<file path="src/rtl/cpc_ram_bank_ctrl.sv">
// ----------------------------------------------------------------------------
// cpc_ram_bank_ctrl
//
// Bus responder for the 512K CPC RAM expansion board (XC9572 CPLD).
// It snoops Z80 OUT writes to the Gate Array RAM port (A15=0, A14=1,
// D[7:6]=11) and keeps the bank/configuration register. For every memory
// cycle it decides whether the external 512K SRAM or the CPC internal RAM
// answers.
//
// Optional feature macro: CPC_RAM_MREQ_LATCH_EN
//   When defined, sel/page/bank are captured on the first CLK rising edge
//   with MREQ_B low and held until MREQ_B returns high. When undefined, the
//   mapping is fully combinational with zero latency.
//
// Parameters
//   CFG_RESET   config field value after reset
//   BANK_RESET  bank field value after reset
//
// Ports
//   CLK       in  Z80 clock
//   RESET_B   in  asynchronous active-low reset
//   A15, A14  in  Z80 address bits / memory block select
//   D[7:0]    in  Z80 data bus (sampled only)
//   IOREQ_B   in  Z80 I/O request
//   MREQ_B    in  Z80 memory request
//   M1_B      in  Z80 M1 (low with IOREQ_B = interrupt acknowledge)
//   RFSH_B    in  Z80 refresh (low = no SRAM access)
//   WR_B      in  Z80 write strobe
//   RAMRD_B   in  CPC RAM read strobe
//   dip0      in  1 = expansion disabled
//   dip1      in  1 = 6128 host, ext bank 0 left to internal RAM
//   HIADR     out SRAM A18..A14 = {bank, page[1:0]}
//   RAMDIS    out 1 = disable CPC internal RAM this cycle
//   RAMCS_B   out SRAM chip select
//   RAMWE_B   out SRAM write enable
//   RAMOE_B   out SRAM output enable
// ----------------------------------------------------------------------------
module cpc_ram_bank_ctrl #(
  parameter logic [2:0] CFG_RESET  = 3'd0,
  parameter logic [2:0] BANK_RESET = 3'd0
) (
  input  logic       CLK,
  input  logic       RESET_B,
  input  logic       A15,
  input  logic       A14,
  input  logic [7:0] D,
  input  logic       IOREQ_B,
  input  logic       MREQ_B,
  input  logic       M1_B,
  input  logic       RFSH_B,
  input  logic       WR_B,
  input  logic       RAMRD_B,
  input  logic       dip0,
  input  logic       dip1,
  output logic [4:0] HIADR,
  output logic       RAMDIS,
  output logic       RAMCS_B,
  output logic       RAMWE_B,
  output logic       RAMOE_B
);

  typedef enum logic [1:0] {
    S_IDLE  = 2'd0,
    S_LATCH = 2'd1,
    S_WAIT  = 2'd2
  } cap_state_t;

  cap_state_t state, next_state;
  logic [2:0] cfg, bank;
  logic       load;
  logic [1:0] block;
  logic [2:0] page;
  logic       sel_comb;
  logic       sel_eff;
  logic [2:0] page_eff;
  logic [2:0] bank_eff;

  assign block = {A15, A14};

  // Capture FSM: a matching Gate Array RAM write loads the register once,
  // then the FSM parks in WAIT until IOREQ_B deasserts, so wait states
  // stretching the OUT cycle cannot cause a second load.
  always_comb begin
    next_state = state;
    load       = 1'b0;
    case (state)
      S_IDLE: begin
        if (!IOREQ_B && !WR_B && M1_B && !A15 && A14 && (D[7:6] == 2'b11)) begin
          next_state = S_LATCH;
          load       = 1'b1;
        end
      end
      S_LATCH: next_state = S_WAIT;
      S_WAIT: begin
        if (IOREQ_B) next_state = S_IDLE;
      end
      default: next_state = S_IDLE;
    endcase
  end

  always_ff @(posedge CLK or negedge RESET_B) begin
    if (!RESET_B) begin
      state <= S_IDLE;
      cfg   <= CFG_RESET;
      bank  <= BANK_RESET;
    end else begin
      state <= next_state;
      if (load) begin
        cfg  <= D[2:0];
        bank <= D[5:3];
      end
    end
  end

  // Page map: pages 0-3 are internal, 4-7 external. C4..C7 only remap
  // block 1, to page 4..7 respectively (the cfg value itself).
  always_comb begin
    page = {1'b0, block};
    case (cfg)
      3'd0: page = {1'b0, block};
      3'd1: page = (block == 2'd3) ? 3'd7 : {1'b0, block};
      3'd2: page = {1'b1, block};
      3'd3: begin
        case (block)
          2'd0:    page = 3'd0;
          2'd1:    page = 3'd3;
          2'd2:    page = 3'd2;
          default: page = 3'd7;
        endcase
      end
      default: page = (block == 2'd1) ? cfg : {1'b0, block};
    endcase
  end

  assign sel_comb = page[2] & ~dip0 & ~(dip1 & (bank == 3'd0));

`ifdef CPC_RAM_MREQ_LATCH_EN
  logic       held;
  logic       sel_q;
  logic [2:0] page_q, bank_q;

  // Freeze the decode on the first edge of each memory cycle so late
  // settling address lines cannot glitch the SRAM strobes. Until that edge
  // the expansion stays deselected.
  always_ff @(posedge CLK or negedge RESET_B) begin
    if (!RESET_B) begin
      held   <= 1'b0;
      sel_q  <= 1'b0;
      page_q <= 3'd0;
      bank_q <= 3'd0;
    end else if (MREQ_B) begin
      held <= 1'b0;
    end else if (!held) begin
      held   <= 1'b1;
      sel_q  <= sel_comb;
      page_q <= page;
      bank_q <= bank;
    end
  end

  assign sel_eff  = held & ~MREQ_B & sel_q & RESET_B;
  assign page_eff = page_q;
  assign bank_eff = bank_q;
`else
  assign sel_eff  = sel_comb & RESET_B;
  assign page_eff = page;
  assign bank_eff = bank;
`endif

  // Reset also forces every output inactive, whatever CFG_RESET is.
  assign RAMDIS  = sel_eff;
  assign HIADR   = sel_eff ? {bank_eff, page_eff[1:0]} : 5'd0;
  assign RAMCS_B = ~(sel_eff & ~MREQ_B & RFSH_B);
  assign RAMWE_B = RAMCS_B | WR_B;
  assign RAMOE_B = RAMCS_B | RAMRD_B;

endmodule

</file>
<file path="config.mk">
export PLATFORM = sky130hd
export DESIGN_NAME = cpc_ram_bank_ctrl
export DESIGN_NICKNAME = d
export VERILOG_FILES = /design/src/rtl/cpc_ram_bank_ctrl.sv
export SDC_FILE = /design/constraint.sdc
export NUM_CORES = 1
export LEC_CHECK = 0
export ABC_AREA = 1
export CORE_MARGIN = 1.5
export CORE_UTILIZATION = 37
export CTS_CLUSTER_SIZE = 12
export DETAILED_ROUTE_END_ITERATION = 10
export PLACE_DENSITY = 0.86
export SETUP_SLACK_MARGIN = 0.02
export SYNTH_ARGS = -nofsm -noshare
export SYNTH_HDL_FRONTEND = slang
export SYNTH_SLANG_ARGS = --single-unit
export TNS_END_PERCENT = 100
</file>
<file path="constraint.sdc">
create_clock -name CLK -period 1.3 [get_ports CLK]
set_input_delay 0.13 -clock CLK [delete_from_list [all_inputs] [get_ports CLK]]
set_output_delay 0.13 -clock CLK [all_outputs]
set_load 0.02 [all_outputs]
</file>
==> results of run 1 <==
[worst min-delay path: stages]
cell and delay, ns:
clkdlybuf4s50_1 0.40, nand4_1 0.08, nand2_1 0.05
[worst min-delay path by stage]
stage | endpoint | slack (ns) | cells after the start | startpoint
after floorplan | bank[0] | -0.17 | 0 | RESET_B
after global routing | cfg[0] | 0.48 | 3 | D[0]
after detailed placement | bank[0] | 0.46 | 2 | RESET_B
after global placement | bank[0] | 0.46 | 2 | RESET_B
final | cfg[0] | 0.45 | 3 | D[0]
after CTS | bank[1] | 0.43 | 3 | D[4]
[power breakdown]
group	switching, W	internal, W	total [W]
Combinational	0.000154	0.000172	0.000326
Clock	0.0000812	0.000105	0.000187
Sequential	0.0000205	0.000274	0.000295
Total	0.000256	0.000552	0.000807
[cells by family (layout without fill, tap and decap cells)]
logic type      after synthesis  count (layout)  synth area share (%)
buf+inv                      13              64                 9.219
simple gates                 50              50                 49.41
flops                         8               8                 37.82
compound gates                1               1                 1.419
mux                           1               1                 2.128
[cell type report]
class | count | share of cell area (%)
Clock buffer | 3 | 2.169
Tap cell | 15 | 1.807
Sequential cell | 8 | 19.28
Inverter | 13 | 4.699
Timing Repair Buffer | 48 | 41.69
Multi-Input combinational cell | 52 | 30.36
[state kept, by name, indices dropped and copies added (netlist names)]
name / count
state: 2
cfg: 3
bank: 3
[stage by stage]
step | hold slack, ns | setup TNS [ns]
after floorplan | -0.1656 | 0
after global placement | 0.4560 | -5.839
after detailed placement | 0.4553 | -6.306
after CTS | 0.4282 | -1.071
after global routing | 0.4752 | -1.676
final | 0.4504 | -1.164
[metal layers]
metal	share of wire, %	vias to the layer above	GRT usage (%)	wire, um
met3	5.5	6	4.348	101
met5	0	-	0	0
met1	37	317	21.69	670
li1	-	337	-	-
met4	1.6	0	21.67	30
met2	56	29	47.66	1024
[synth_stat cells]
library cell	n	area share, %
mux2_2	1	2.1
inv_1	12	8.5
nand3_4	1	3.3
nor2_2	2	2.4
inv_2	1	0.71
nand4_1	8	9.5
nand2_1	20	14
dfrtp_1	8	38
nor2_4	2	4.3
nor2_1	8	5.7
or2_4	1	1.7
o31ai_1	1	1.4
nand2_2	4	4.7
nand3_1	4	3.8
[what timing repair did]
action | CTS | global route
gates resized for setup | 58 | 9
pin swaps | 5 | 3
setup endpoints to repair | 9 | 10
cloned | 0 | 0
hold endpoints to repair | 8 | 0
hold buffers | 1 | 0
setup buffers | 4 | 1
==> reports/results.md, run 1 <==
| Item | This run |
| --- | --- |
| Status | finished with violations |
| Failing checks | setup timing |
| Power per Cell Area | 777.3 nW/um^2 |
| Routed vias/inst | 4.957 |
| Maximum fanout count along the critical path | 6 |
| Final count of hold timing violations | 0 |
| Synth Cell Area | 529.3 sq um |
| Total power | 0.0008072 W |
| Worst hold path class | in -> reg |
| Die width | 40.82 um |
| Area post-placement | 933.4 sq um |
| Synthesis-to-finish area growth | 96.22% |
| Placement-stage worst setup slack | -0.6281 ns |
| Proportion of synthesized chip area in sequential cells | 37.83% |
| Number of port buffers | 28 |
| Final period util | 112.7% |
| Fin worst setup slack | -0.1652 ns |
| Die Area | 1666 sq um |
| Overall via count from detail_route | 689 |
| Multi-input gate area | 315.3 sq um |
| Maxcap violations | 0 |
| Endpoint arrival time on the critical path | 1.34 ns |
| Final ANT Viol Nets | 0 |
| H-tree lvl count | 1 |
| Clock edge transition at the registers on the reported setup and hold paths | 0.05 ns |
| Critical path's slowest cell | dfrtp_1 |
| Clk Tree Root Cell | clkbuf_4 |
| Wire length of the first global-routing pass | 2.587 mm |
| FF-to-FF Start | state[1] |
| Count of antenna diodes in the layout | 0 |
| Endpoints failing setup | 9 |
| Cell count after placement | 130 |
| Maximum number of buffers from clock root to sink | 2 |
| Endpoint type of the worst setup path | output pin |
| Max-slew violation count | 0 |
| Path depth of the worst reg2reg path | 5 |
| Startpoint class of the critical path | flip-flop |
| Initial antenna violation count | 0 |
| Post-Synthesis Net Count | 93 |
| Filler-free cell count of the finished design | 139 |
| CP cell instances | nand2_2 -> nand2_2 -> nor2_4 -> nand2_4 -> nor2_1 -> buf_4 |
| Number of global-route vias before repair | 700 |
| Max-Slew Margin vs Limit | 74.91% |
| Syn. warnings | 0 |
| Most common cell after layout, fill and taps aside | buf_4 |
| Clock sink count | 8 |
| FF+latch area | 200.2 sq um |
| Number of placement rows | 13 |
| Number of distinct library cells after synthesis | 14 |
| Number of filler instances in the final layout | 94 |
| Cell family contributing the most delay on the critical path | simple AND/OR/NAND/NOR gates |
| Starting DRT DRC Count | 8 |
| Post-synthesis cell count | 73 |
| Number of nets in the layout | 146 |
| Transition time at the pin with the least slew margin | 0.3751 ns |
| Worst clock skew on the final layout | 0.005747 ns |
| Worst flop-to-flop path endpoint | cfg[1] |
| WL/cell | 13.14 um |
| TritonCTS clock tree | yes |
| Worst supply voltage drop on vdd | 0.7168 mV |
| Number of detailed-routing iterations run before antenna repair | 4 |
| HPWL after DPL | 1.245 mm |
| Maximum clock rate | 682.5 MHz |
| WP depth | 6 |
| Unrepaired setup endpoints after global routing | yes |
| Share of final-layout standard cells stronger than drive strength 1 | 41.94% |
| Post-route DRC | 0 |
| Most frequent cells in the layout | 21 x buf_4, 18 x nand2_1, 16 x clkdlybuf4s50_1 |
| Overall global routing resource usage | 25.03% |
| Cell mode on critical path | nand2_2 |
| TritonCTS buffer count | 3 |
| Final standard cell utilization of the core | 78.82% |
| Vertical die dimension | 40.82 um |
| Path type of the worst setup path | reg -> out |
| Data required time at the worst endpoint | 1.17 ns |
| Post-route cell area | 1039 sq um |
| Weighted congestion at the end of routability-driven global placement | 0.7642 |
| Number of placed I/O pins | 29 |
| Flops & latches, synth | 8 |
| Worst setup path endpoint | HIADR[0] |
| Worst path buffer plus inverter count | 1 |
| Largest net degree at the start of global routing | 9 |
| Post-Synthesis Mean Instance Area | 7.250 sq um |
| Starting density of the core | 40.17% |
| Overflow left after global routing | 0 |
| Clock Latency Late Sink | 0.25 ns |
| Detailed-route wire length | 1.827 mm |
| Leakage Power | 0.5406 nW |
| Slowest stage delay, CP | 0.40 ns |
| Reg2reg setup slack | 0.12 ns |
| Total core area | 1318 sq um |
| Startpoint of the most critical setup path | cfg[2] |
| Final period demand of the worst path | 1.465 ns |
(Power assumes the default switching activity.)
==> inputs of run 2 (changes only) <==
--- a/config.mk
+++ b/config.mk
@@ -7,10 +7,10 @@
 export LEC_CHECK = 0
 export ABC_AREA = 1
 export CORE_MARGIN = 1.5
-export CORE_UTILIZATION = 37
+export CORE_UTILIZATION = 25
 export CTS_CLUSTER_SIZE = 12
 export DETAILED_ROUTE_END_ITERATION = 10
-export PLACE_DENSITY = 0.86
+export PLACE_DENSITY = 0.65
 export SETUP_SLACK_MARGIN = 0.02
 export SYNTH_ARGS = -nofsm -noshare
 export SYNTH_HDL_FRONTEND = slang
==> run 2 against run 1 <==
  * The flow still finishes with violations (setup timing)
  * Critical path depth is 1 higher
  * Clock power fell by 2%
  * Combinational power up 16%
  * Cell count rose by 14%
  * Sequential power hardly changed
  * First-iteration DRC count increased by 100%
  * Wire length is 13% lower
  * Critical endpoint is now HIADR[3]
==> reports/results.md, run 2 (synthesis gave the netlist of run 1 again) <==
| Item | This run | vs previous |
| --- | --- | --- |
| Number of placement rows | 16 | +3 |
| Share of final-layout standard cells stronger than drive strength 1 | 48.09% | +6.2 points |
| Power per Cell Area | 751.3 nW/um^2 | -3.3% |
| FF+latch area | 200.2 sq um | unchanged |
| Failing checks | setup timing |  |
| Endpoint arrival time on the critical path | 1.31 ns | -0.03 ns |
| Share of power burned in registers | 34.3% | -2.2 points |
| TritonCTS clock tree | yes |  |
| TritonCTS buffer count | 3 | unchanged |
| Unrepaired setup endpoints after global routing | yes |  |
| Grt met1 use | 13.68% | -8.0 points |
| Final count of hold timing violations | 0 | unchanged |
| Max-Slew Margin vs Limit | 80.13% | +5.2 points |
| Cell count after placement | 145 | +12% |
| Switching power | 0.0002601 W | +1.8% |
| Largest net degree at the start of global routing | 9 | unchanged |
| Maximum number of buffers from clock root to sink | 2 | unchanged |
| GRT met3 Usage | 3.374% | -0.97 points |
| Die width | 49.01 um | +20% |
| Die Area | 2402 sq um | +44% |
| Number of filler instances in the final layout | 176 | +87% |
| Max-slew violation count | 0 | unchanged |
| Data required time at the worst endpoint | 1.17 ns | about the same |
| Vertical die dimension | 49.01 um | +20% |
| Share of total power consumed by net switching | 30.47% | -1.2 points |
| Overflow left after global routing | 0 | unchanged |
| GRT Max-Usage Layer | met2 |  |
| Final period demand of the worst path | 1.442 ns | -0.02275 ns |
| Status | finished with violations |  |
| WL/cell | 10.08 um | -23% |
| Number of port buffers | 28 | unchanged |
| Path type of the worst setup path | reg -> out |  |
| Clock Latency Late Sink | 0.25 ns | about the same |
| Count of antenna diodes in the layout | 0 | unchanged |
| H-tree lvl count | 1 | unchanged |
| Overall global routing resource usage | 13.16% | -12 points |
| Worst hold margin | 0.4542 ns | +0.003800 ns |
| HPWL after DPL | 1.145 mm | -8.0% |
| Starting DRT DRC Count | 16 | +8 |
| Total power | 0.0008536 W | +5.7% |
| Post-route cell area | 1136 sq um | +9.4% |
| Clock edge transition at the registers on the reported setup and hold paths | 0.05 ns | about the same |
| Worst supply voltage drop on vdd | 0.4624 mV | -35% |
| Endpoints failing setup | 9 | unchanged |
| Clock sink count | 8 | unchanged |
| Filler-free cell count of the finished design | 158 | +14% |
| Transition time at the pin with the least slew margin | 0.2977 ns | -0.07744 ns |
| Internal Power | 0.0005935 W | +7.6% |
| Synthesis-to-finish area growth | 114.7% |  |
| Detailed-route wire length | 1.593 mm | -13% |
| Maximum fanout count along the critical path | 6 | unchanged |
| Final ANT Viol Nets | 0 | unchanged |
| Multi-input gate area | 341.6 sq um | +8.3% |
| Number of placed I/O pins | 29 | unchanged |
| Registers with the most flip-flops | bank x3, cfg x3, state x2 |  |
| Weighted congestion at the end of routability-driven global placement | 0.7928 | +3.7% |
| Maximum clock rate | 693.3 MHz | +1.6% |
| Comb power frac | 44.3% | +3.9 points |
| Maxcap violations | 0 | unchanged |
| Number of detailed-routing iterations run before antenna repair | 4 | unchanged |
| Endpoint type of the worst setup path | output pin |  |
| Number of nets in the layout | 153 | +4.8% |
| Worst hold path class | in -> reg |  |
| Number of global-route vias before repair | 647 | -7.6% |
| Clk Tree Root Cell | clkbuf_4 |  |
| Starting density of the core | 26.70% | -13 points |
| Total core area | 1982 sq um | +50% |
| Most frequent cells in the layout | 27 x buf_4, 17 x nand2_1, 16 x clkdlybuf4s50_1 |  |
| Initial antenna violation count | 0 | unchanged |
| Startpoint class of the critical path | flip-flop |  |
| Post-route DRC | 0 | unchanged |
| Final period util | 111.0% | -1.8 points |
| Fin worst setup slack | -0.1424 ns | +0.02275 ns |
| Most common cell after layout, fill and taps aside | buf_4 |  |
| Routed vias/inst | 4.253 | -14% |
| Global routing met2 resource utilization | 26.03% | -22 points |
| Leakage Power | 0.5808 nW | +7.4% |
| Overall via count from detail_route | 672 | -2.5% |
| Area post-placement | 970.9 sq um | +4.0% |
| Wire length of the first global-routing pass | 2.497 mm | -3.5% |
| Share of total power in the clock network | 21.4% | -1.7 points |
| Worst clock skew on the final layout | 0.002696 ns | -0.003051 ns |
==> run 2: cell count changes in the layout (fill, tap and decap cells not counted) <==
cell,change
buf_4,+6
nor2_1,-2
buf_6,+1
nand2_1,-1
nand2_2,+1
nor2_2,+1
nor2_4,+1
o31ai_1,-1
o31ai_4,+1
==> run 2: cell type report <==
cell class,instances,area share (%)
tap,27,2.974
timing repair buffer,55,43.06
multi-input combinational,52,30.07
sequential,8,17.62
inverter,13,4.295
clock buffer,3,1.982
==> run 2: what timing repair did <==
item	4_1_cts	5_1_grt
endpoints found under the hold margin	8	0
buffers inserted	5	4
endpoints found under the setup margin	9	9
gates cloned	0	0
hold buffers	1	0
pin swaps	6	4
resized for setup	60	14
==> run 2: worst max-delay path: stages, from the launching register on <==
cell and delay (ns):
dfrtp_1 0.36, inv_1 0.07, nand2_2 0.09, nor2_4 0.04, nor2_4 0.14, nand2_4 0.11
nor2_2 0.12, buf_6 0.13
==> run 2: final timing paths <==
check,to,depth (start not counted),from,slack (ns)
min,bank[0],3,D[3],0.45
min reg2reg,state[1],1,state[1],0.52
min in group asynchronous,state[1],3,RESET_B,0.51
max,HIADR[3],7,bank[1],-0.14
max in group asynchronous,cfg[2],3,RESET_B,0.66
max reg2reg,cfg[1],5,state[1],0.16
==> run 2: metrics by stage <==
step	util (%)	setup TNS [ns]	setup slack (ns)
2_1_floorplan	-	0	0.1609
3_3_place_gp	48.99	-5.721	-0.6173
3_5_place_dp	48.99	-5.952	-0.6412
4_1_cts	53.79	-0.9637	-0.1184
5_1_grt	57.32	-1.682	-0.2107
6_report	57.32	-1.119	-0.1424
==> run 2: metal layers <==
layer  vias up  share of wire (%)
met2        26                 53
met3         0                6.8
met5         -                  0
met1       298                 40
li1        348                  -
met4         0                  0
==> run 2: power by group through the flow <==
stage	Combinational, W	Sequential (W)	Clock [W]
floorplan	0.000107	0.000292	0
detailed placement	0.000273	0.000296	0
global placement	0.000269	0.000295	0
CTS	0.000327	0.000291	0.000186
finish	0.000378	0.000293	0.000183
global route	0.000410	0.000296	0.000198
